[config.mk]
export PLATFORM = sky130hd
export DESIGN_NAME = maze_game_ctrl
export DESIGN_NICKNAME = d
export VERILOG_FILES = /design/src/rtl/maze_pkg.sv /design/src/rtl/move_timer.sv /design/src/rtl/maze_game_ctrl.sv
export SDC_FILE = /design/constraint.sdc
export NUM_CORES = 1
export LEC_CHECK = 0
export CAP_MARGIN = 30
export CORE_ASPECT_RATIO = 1.5
export CORE_MARGIN = 10
export CORE_UTILIZATION = 25
export CTS_CLUSTER_DIAMETER = 40
export DETAILED_ROUTE_END_ITERATION = 7
export PLACE_DENSITY = 0.57
export RECOVER_POWER = 25
export SLEW_MARGIN = 20
export SYNTH_ARGS = -nofsm -noshare
export SYNTH_HDL_FRONTEND = slang
export SYNTH_SLANG_ARGS = --single-unit
[constraint.sdc]
create_clock -name clk -period 10.55 [get_ports clk]
set_input_delay 1.5825 -clock clk [delete_from_list [all_inputs] [get_ports clk]]
set_output_delay 1.5825 -clock clk [all_outputs]
set_load 0.02 [all_outputs]
[src/rtl/maze_pkg.sv]
// Shared types, constants and map indexing for the maze game controller.
package maze_pkg;

    localparam int unsigned MAP_W    = 19;
    localparam int unsigned MAP_BITS = MAP_W * MAP_W;
    localparam int unsigned COORD_W  = 5;
    localparam int unsigned IDX_W    = 9;
    localparam int unsigned STEPS_W  = 10;

    localparam logic [STEPS_W-1:0] STEPS_MAX = STEPS_W'(999);
    localparam logic [COORD_W-1:0] START_X   = COORD_W'(1);
    localparam logic [COORD_W-1:0] START_Y   = COORD_W'(1);

    typedef enum logic [1:0] {
        MODE_WELCOME = 2'd0,
        MODE_CREATE  = 2'd1,
        MODE_PLAY    = 2'd2,
        MODE_WIN     = 2'd3
    } mode_e;

    typedef struct packed {
        logic [COORD_W-1:0] x;
        logic [COORD_W-1:0] y;
    } pos_t;

    // Linear wall-map bit index; wraps modulo 2^IDX_W, so callers range-check first.
    function automatic logic [IDX_W-1:0] map_index(input logic [COORD_W-1:0] x,
                                                   input logic [COORD_W-1:0] y);
        return IDX_W'(IDX_W'(y) * IDX_W'(MAP_W) + IDX_W'(x));
    endfunction

endpackage

[src/rtl/move_timer.sv]
// Loadable down-counter that rate-limits player moves; ready while the count is zero.
module move_timer #(
    parameter int unsigned TICKS = 50000000
) (
    input  logic clk,
    input  logic rst,
    input  logic load,
    output logic ready
);

    localparam int unsigned CNT_W = (TICKS > 1) ? $clog2(TICKS) : 1;
    localparam logic [CNT_W-1:0] RELOAD = CNT_W'(TICKS - 1);

    logic [CNT_W-1:0] count_q;
    logic [CNT_W-1:0] count_d;

    always_comb begin
        count_d = count_q;
        if (load) begin
            count_d = RELOAD;
        end else if (count_q != '0) begin
            count_d = count_q - CNT_W'(1);
        end
    end

    // ready is registered alongside the count so it always reflects count_q == 0.
    always_ff @(posedge clk) begin
        if (rst) begin
            count_q <= '0;
            ready   <= 1'b1;
        end else begin
            count_q <= count_d;
            ready   <= (count_d == '0);
        end
    end

endmodule

[src/rtl/maze_game_ctrl.sv]
// Maze game-flow controller: WELCOME/CREATE/PLAY/WIN sequencing, size selection,
// map regeneration requests and rate-limited, wall-checked player movement.
module maze_game_ctrl
    import maze_pkg::*;
#(
    parameter int unsigned MOVE_TICKS = 50000000,
    parameter int unsigned NUM_MIN    = 5,
    parameter int unsigned NUM_MAX    = 19
) (
    input  logic                clk,
    input  logic                rst,
    input  logic                up,
    input  logic                down,
    input  logic                left,
    input  logic                right,
    input  logic                enter,
    input  logic [MAP_BITS-1:0] map,
    output logic [COORD_W-1:0]  num,
    output logic                regen,
    output logic [1:0]          mode,
    output logic [COORD_W-1:0]  my_x,
    output logic [COORD_W-1:0]  my_y,
    output logic                win,
    output logic [STEPS_W-1:0]  steps
);

    localparam logic [COORD_W-1:0] NUM_MIN_C = COORD_W'(NUM_MIN);
    localparam logic [COORD_W-1:0] NUM_MAX_C = COORD_W'(NUM_MAX);
    localparam logic [COORD_W-1:0] TWO       = COORD_W'(2);

    mode_e               state_q, state_d;
    logic [COORD_W-1:0]  num_q, num_d;
    pos_t                pos_q, pos_d;
    logic [STEPS_W-1:0]  steps_q, steps_d;
    logic                regen_q, regen_d;
    logic                win_q, win_d;

    logic                enter_q, up_q, down_q;
    logic                enter_edge, up_edge, down_edge;
    logic                dir_any;
    logic                timer_ready;
    logic                move;
    logic                start_play;

    pos_t                target;
    logic                target_in_range;
    logic [IDX_W-1:0]    target_idx;
    logic                target_wall;
    logic                target_ok;
    logic [COORD_W-1:0]  goal;

    assign enter_edge = enter & ~enter_q;
    assign up_edge    = up & ~up_q;
    assign down_edge  = down & ~down_q;
    assign dir_any    = up | down | left | right;
    assign goal       = num_q - TWO;

    // Candidate square for the highest-priority held direction, with bounds check.
    always_comb begin
        target          = pos_q;
        target_in_range = 1'b0;
        if (up) begin
            target.y        = pos_q.y - COORD_W'(1);
            target_in_range = (pos_q.y != '0);
        end else if (down) begin
            target.y        = pos_q.y + COORD_W'(1);
            target_in_range = (target.y < num_q);
        end else if (left) begin
            target.x        = pos_q.x - COORD_W'(1);
            target_in_range = (pos_q.x != '0);
        end else if (right) begin
            target.x        = pos_q.x + COORD_W'(1);
            target_in_range = (target.x < num_q);
        end
    end

    assign target_idx  = map_index(target.x, target.y);
    assign target_wall = (target_idx < IDX_W'(MAP_BITS)) ? map[target_idx] : 1'b1;
    assign target_ok   = target_in_range & ~target_wall;

    always_comb begin
        state_d    = state_q;
        num_d      = num_q;
        pos_d      = pos_q;
        steps_d    = steps_q;
        regen_d    = 1'b0;
        win_d      = win_q;
        move       = 1'b0;
        start_play = 1'b0;
        case (state_q)
            MODE_WELCOME: begin
                if (enter_edge) begin
                    state_d = MODE_CREATE;
                    regen_d = 1'b1;
                end else if (up_edge) begin
                    num_d = (num_q >= NUM_MAX_C - TWO) ? NUM_MAX_C : num_q + TWO;
                end else if (down_edge) begin
                    num_d = (num_q <= NUM_MIN_C + TWO) ? NUM_MIN_C : num_q - TWO;
                end
            end
            MODE_CREATE: begin
                if (enter_edge) begin
                    regen_d = 1'b1;
                end
                // The key that starts play only freezes the map; it is not a move.
                if (dir_any) begin
                    state_d    = MODE_PLAY;
                    pos_d      = '{x: START_X, y: START_Y};
                    steps_d    = '0;
                    start_play = 1'b1;
                end
            end
            MODE_PLAY: begin
                if (pos_q.x == goal && pos_q.y == goal) begin
                    state_d = MODE_WIN;
                    win_d   = 1'b1;
                end else if (timer_ready && dir_any && target_ok) begin
                    move    = 1'b1;
                    pos_d   = target;
                    steps_d = (steps_q == STEPS_MAX) ? steps_q : steps_q + STEPS_W'(1);
                end
            end
            MODE_WIN: begin
                if (enter_edge) begin
                    state_d = MODE_CREATE;
                    regen_d = 1'b1;
                    win_d   = 1'b0;
                end
            end
            default: state_d = MODE_WELCOME;
        endcase
    end

    always_ff @(posedge clk) begin
        if (rst) begin
            state_q <= MODE_WELCOME;
            num_q   <= NUM_MIN_C;
            pos_q   <= '{x: START_X, y: START_Y};
            steps_q <= '0;
            regen_q <= 1'b0;
            win_q   <= 1'b0;
            enter_q <= 1'b0;
            up_q    <= 1'b0;
            down_q  <= 1'b0;
        end else begin
            state_q <= state_d;
            num_q   <= num_d;
            pos_q   <= pos_d;
            steps_q <= steps_d;
            regen_q <= regen_d;
            win_q   <= win_d;
            enter_q <= enter;
            up_q    <= up;
            down_q  <= down;
        end
    end

    // Starting a game clears the timer so the first move is not delayed.
    move_timer #(
        .TICKS (MOVE_TICKS)
    ) u_move_timer (
        .clk   (clk),
        .rst   (rst | start_play),
        .load  (move),
        .ready (timer_ready)
    );

    assign mode  = state_q;
    assign num   = num_q;
    assign regen = regen_q;
    assign my_x  = pos_q.x;
    assign my_y  = pos_q.y;
    assign win   = win_q;
    assign steps = steps_q;

endmodule

## After elaboration in Yosys (flattened, before gate mapping)

Cells that the tools add are included.
Widths: inputs -> output; s select.

| storage, ports and cells | value |
|---|---|
| bits in registers | 59 |
| input port bits | 368 |
| output and inout bits | 29 |
| word-level logic and storage cells | 115 |

| cells by class | value |
|---|---|
| add/subtract/negate cells | 9 |
| multipliers | 1 |
| magnitude comparators | 6 |
| equal/unequal tests | 13 |
| muxes and demuxes | 41 |
| bitwise logic cells | 14 |
| reduce and logical (&&, ||, !) cells | 19 |

Operators by type and width:

| operator | number |
|---|---|
| $mux 10 | 7 |
| $mux 26 | 2 |
| $mux 5 | 10 |
| $pmux 10 s2 | 2 |
| $logic_not 26->1 | 1 |
| $reduce_bool 26->1 | 1 |
| $sub 26x1->26 const B | 1 |
| $mux 1 | 14 |
| $ne 2x2->1 const B | 6 |
| $add 10x1->10 const B | 1 |
| $add 5x1->5 const B | 2 |
| $eq 10x10->1 const B | 1 |
| $eq 5x5->1 | 2 |
| $lt 5x5->1 | 2 |
| $lt 9x10->1 const B | 1 |
| $reduce_bool 5->1 | 2 |
| $sub 5x1->5 const B | 2 |
| $add 9x5->9 | 1 |
| $bmux 1 s9 | 1 |
| $lt 9x9->1 const B | 1 |
| $mul 5x5->9 const B | 1 |
| $reduce_and 3->1 | 3 |
| $mux 2 | 3 |
| $not 1->1 | 6 |
| 18 further kinds | 30 |

## Depth between registers and ports, before layout

| logic depth | value |
|---|---|
| word-level depth | 17 |
| depth in mapped cells | 26 |
| mapped depth without buffers | 23 |

## Cells and area by module

Synthesis repeated with hierarchy kept, for this count alone.

| second synthesis, totals | value |
|---|---|
| cells, all modules | 905 |
| area, all modules | 7947.6 µm² |

By module, submodules not included:

| module | times used | cells each | area each (µm²) | sequential area each (µm²) |
|---|---|---|---|---|
| maze_game_ctrl | 1 | 710 | 6342.3 | 640.6 |
| move_timer | 1 | 195 | 1605.3 | 540.5 |

## Worst setup path before layout

No wires, ideal clock.

| path | value |
|---|---|
| path kind | input to register |
| start | input up |
| end | register steps_q[8], in the netlist steps[8] |
| library setup time | 0.122 ns |
| arrival | 6.890 ns |
| data required time | 10.428 ns |
| setup slack | 3.538 ns |
| stages on the path | 20 |
| path buffers | 2 |
| path through | clkbuf_1 -> or4b_2 -> o21ai_0 -> xor2_1 -> inv_1 -> fa_1 -> inv_1 -> ha_1 -> ha_1 -> ha_1 -> a21oi_1 -> a21boi_0 -> or2_2 -> a2111oi_1 -> nor3_1 -> or4_4 -> a211o_1 -> buf_6 -> o211a_1 -> a221o_1 |

| on the way | value |
|---|---|
| longest elaborated chain between the ends | 11 |
| elaborated cells between the ends (all ways) | 19 |
| those cells by class | add/sub (1); mul (1); order compare (1); eq/ne (2); mux (6); bitwise (5); reduce/logical (3) |

Ends and longest elaborated chain:

| item | line | RTL |
|---|---|---|
| from (decl) | maze_game_ctrl.sv:12 | `input logic up,` |
| $mux 5 | maze_game_ctrl.sv:62 | `if (up) begin` |
| $mul 5x5->9 | maze_pkg.sv:29 | `return IDX_W'(IDX_W'(y) * IDX_W'(MAP_W) + IDX_W'(x));` |
| $add 9x5->9 | maze_pkg.sv:29 |  |
| $bmux 1 s9 | maze_game_ctrl.sv:78 | `assign target_wall = (target_idx < IDX_W'(MAP_BITS)) ? map[target_idx] : 1'b1;` |
| $mux 1 (implied by the code) | maze_game_ctrl.sv:78 |  |
| $mux 1 | maze_game_ctrl.sv:78 |  |
| $not 1->1 | maze_game_ctrl.sv:79 | `assign target_ok = target_in_range & ~target_wall;` |
| $and 1x1->1 | maze_game_ctrl.sv:79 |  |
| $logic_and 1x1->1 | maze_game_ctrl.sv:117 | `end else if (timer_ready && dir_any && target_ok) begin` |
| $ne 2x2->1 (no line) | - |  |
| $reduce_and 5->1 (no line) (*) | - |  |
| to (signal assigned) | maze_game_ctrl.sv:149 | `steps_q <= steps_d;` |
| to (decl) | maze_game_ctrl.sv:34 | `logic [STEPS_W-1:0] steps_q, steps_d;` |

Mark *: on every way between the ends. The rest lies on a longest branch, timed or not. The select of a mux whose other input is x is not followed.
A chain may end at the register's enable or synchronous reset.

## Final worst setup path

Same ends and word-level chain as after synthesis.

==> qor.yml <==
outcome: "finished clean"
tightest_slew_ps: 1190
numCtsBuffers: 9
htree_levels: 3
drive_gt1_share_pct: 10.2
routabilityCongestion: 0.924
leakage_nw: 4.63
clock_sinks: 59
drt_iter0_drc: 389
intPower_mw: 0.966
cts_tree: "done"
period_share_pct: 76.7
io_pins: 397
rsz0062_at_grt: "no"
ys.flop_type: "dfxtp_1"
r2r-end: "steps[8]"
areaGrowthSynthToFinish_pct: 61.6
p_comb_share_pct: 64.5
grt_overflow: 0
crit_fanout: 16
reg2reg_depth: 19
finalNetCount: 1607
synth_edf_count: 0
grt_max_degree: 62
p_per_area_nw_per_um2: 139
clock_skew_ps: 5.72
hpwl_um: 32900
vdd_drop_max_v: 0.0000985
drc: 0
rows: 77
drt.antenna.violating_nets: 0
clkLatencyLatePin_ps: 330
synth_compound_area_share_pct: 16.8
antenna_found_initial: 8
crit_path_start_kind: "primary input"
min_period_ps: 8090
vias_per_cell: 5.25
hold-worst-slack_ps: 507
holdCritStartpoint: "u_move_timer.count_q[16]"
end_kind: "flip-flop"
syn-instance-count: 833
syn_nets: 1244
grt_pass1_vias: 8850
cts_resized: 0
switchingPower_mw: 0.716
hold_violations: 0
synth_adder_area_share_pct: 7.76
port_buffers: 396
cts_hold_buf: 0
synth_top_family_by_area: "multiplexers"
ff2ff_setup_slack_ps: 3850
synth_area_um2: 7510
synth.mux.area_fraction_pct: 30.4
worstPathArrival_ps: 8310
setup_viol_count_final: 0
core_um2: 29600
synth_xor_area_share_pct: 4.55
path_class: "in2reg"
swShare_pct: 42.6
die_w_um: 162
syn_area_per_cell_um2: 9.02
grt.total_usage_pct: 19.1
seq_power_share_pct: 18.6
final_common_cell: "clkdlybuf4s50_1"
power_frac_clock_pct: 16.9
relSlewSlack_pct: 20.4
cts_setup_buffers: 0
clockBufferDepth: 2
cap_violations: 0
tns_ps: 0
fmax_mhz: 124
clk_pin_slew_ps: 50
first_pass_iters: 6
dieHeight_um: 232
holdPathEnd: "u_move_timer.count_q[16]"
grt_pass1_wl_um: 54800
ys_warn_count: 0
hp-class: "reg2reg"
cts_root_buf: "clkbuf_16"
yosys.area_share.simple_pct: 19.6
start_util_pct: 25.4
timing.rr.start: "my_y[0]"
seq_area_frac_synth_pct: 15.7
synth_async_sr_flop_share_pct: 0
worstHoldPathCells: 2
worstPathRequired_ps: 10770
final_cell_mix: "clkdlybuf4s50_1, mux4_2, nor2_1"
vias: 8383
wl_per_cell_um: 23.7
yosysUniqueCellTypes: 70
wirelength_um: 37900
slew_violations: 0
die_area_um2: 37500
ys_ff_latch: 59
## logic make-up (layout without fill, tap and decap cells)
| family | after synthesis | count (layout) |
|---|---|---|
| flops | 59 | 59 |
| buf+inv | 91 | 458 |
| other cells | 0 | 3 |
| compound gates | 185 | 185 |
| fa+ha+maj | 43 | 43 |
| xor+xnor | 39 | 39 |
| mux | 139 | 139 |
| simple gates | 277 | 277 |
## cell usage after synthesis (10+ instances only)
cell | instances | share of area, %
clkbuf_1 | 29 | 1.4
nand2b_1 | 16 | 1.3
xnor2_1 | 24 | 2.8
o21ai_0 | 21 | 1.4
nor3_1 | 26 | 1.7
ha_1 | 37 | 6.2
mux2i_1 | 58 | 7.7
a21oi_1 | 50 | 3.3
a22o_1 | 10 | 1.2
a22oi_1 | 15 | 1.5
nand3_1 | 28 | 1.9
buf_2 | 15 | 1.0
nor2b_1 | 17 | 1.4
o22ai_1 | 14 | 1.2
nand2_1 | 48 | 2.4
a211oi_1 | 15 | 1.5
mux4_2 | 70 | 21
nor4_1 | 15 | 1.2
inv_1 | 38 | 1.9
mux2_2 | 11 | 1.6
and3_1 | 13 | 1.1
xor2_1 | 15 | 1.7
nor2_1 | 61 | 3.0
dfxtp_1 | 59 | 16
## worst max-delay path by stage
stage / from / cells past startpoint / slack (ps) / endpoint
floorplan: up / 20 / 3540 / steps[8]
global placement: up / 19 / 1970 / steps[2]
detailed placement: up / 18 / 1800 / steps[8]
CTS: up / 18 / 2110 / steps[8]
global route: up / 20 / 2000 / steps[8]
finish: up / 20 / 2460 / steps[8]
## power groups by stage
stage / logic, mW / clock network, mW / registers, mW
detailed placement: 1.09 / 0 / 0.317
CTS: 1.09 / 0.288 / 0.312
finish: 1.08 / 0.284 / 0.314
global route: 1.19 / 0.296 / 0.320
floorplan: 0.720 / 0 / 0.307
global placement: 1.08 / 0 / 0.315
## flip-flops by register name (all words and copies together), names as in the netlist, 2 cells and up
signal / cells
my_y: 5
u_move_timer.count_q: 26
mode: 2
num: 5
my_x: 5
steps: 10
## layout make-up
type                            count  area [um^2]
Antenna cell                        3         7.51
Clock buffer                        9          225
Clock inverter                      6         57.6
Fill cell                        2981        17400
Inverter                           38          143
Multi-Input combinational cell    683         5980
Sequential cell                    59         1180
Tap cell                          395          494
Timing Repair Buffer              405         4060
## per-stage QoR
stage	setup WS, ps	instance area (um^2)	utilization [%]	total power [mW]	cells
detailed placement	1800	11800	39.9	1.40	1577
floorplan	3540	7510	-	1.03	833
finish	2460	12100	41.0	1.68	1598
global route	2000	12100	41.0	1.80	1598
global placement	1970	11800	39.9	1.40	1577
CTS	2110	12100	40.9	1.69	1592
## layer usage
metal	global-route usage (%)	up-vias	share of wire [%]	routed length, um
li1	-	3951	-	-
met1	19.8	4030	37	13900
met4	5.36	8	2.0	754
met3	5.59	39	7.4	2810
met2	36.2	355	54	20400
met5	0	-	0.16	59
## critical path: stages
cell,delay (ps)
clkdlybuf4s50_1,700
or4b_2,610
o21ai_0,120
xor2_1,400
inv_1,120
fa_1,540
inv_1,40
ha_1,260
ha_1,290
ha_1,370
xnor2_1,650
nand2_1,350
nor3_1,330
or4_1,160
nand3_1,70
a41o_1,310
a211o_1,510
buf_8,250
o211a_1,270
a221o_1,360
(Power assumes the default switching activity.)
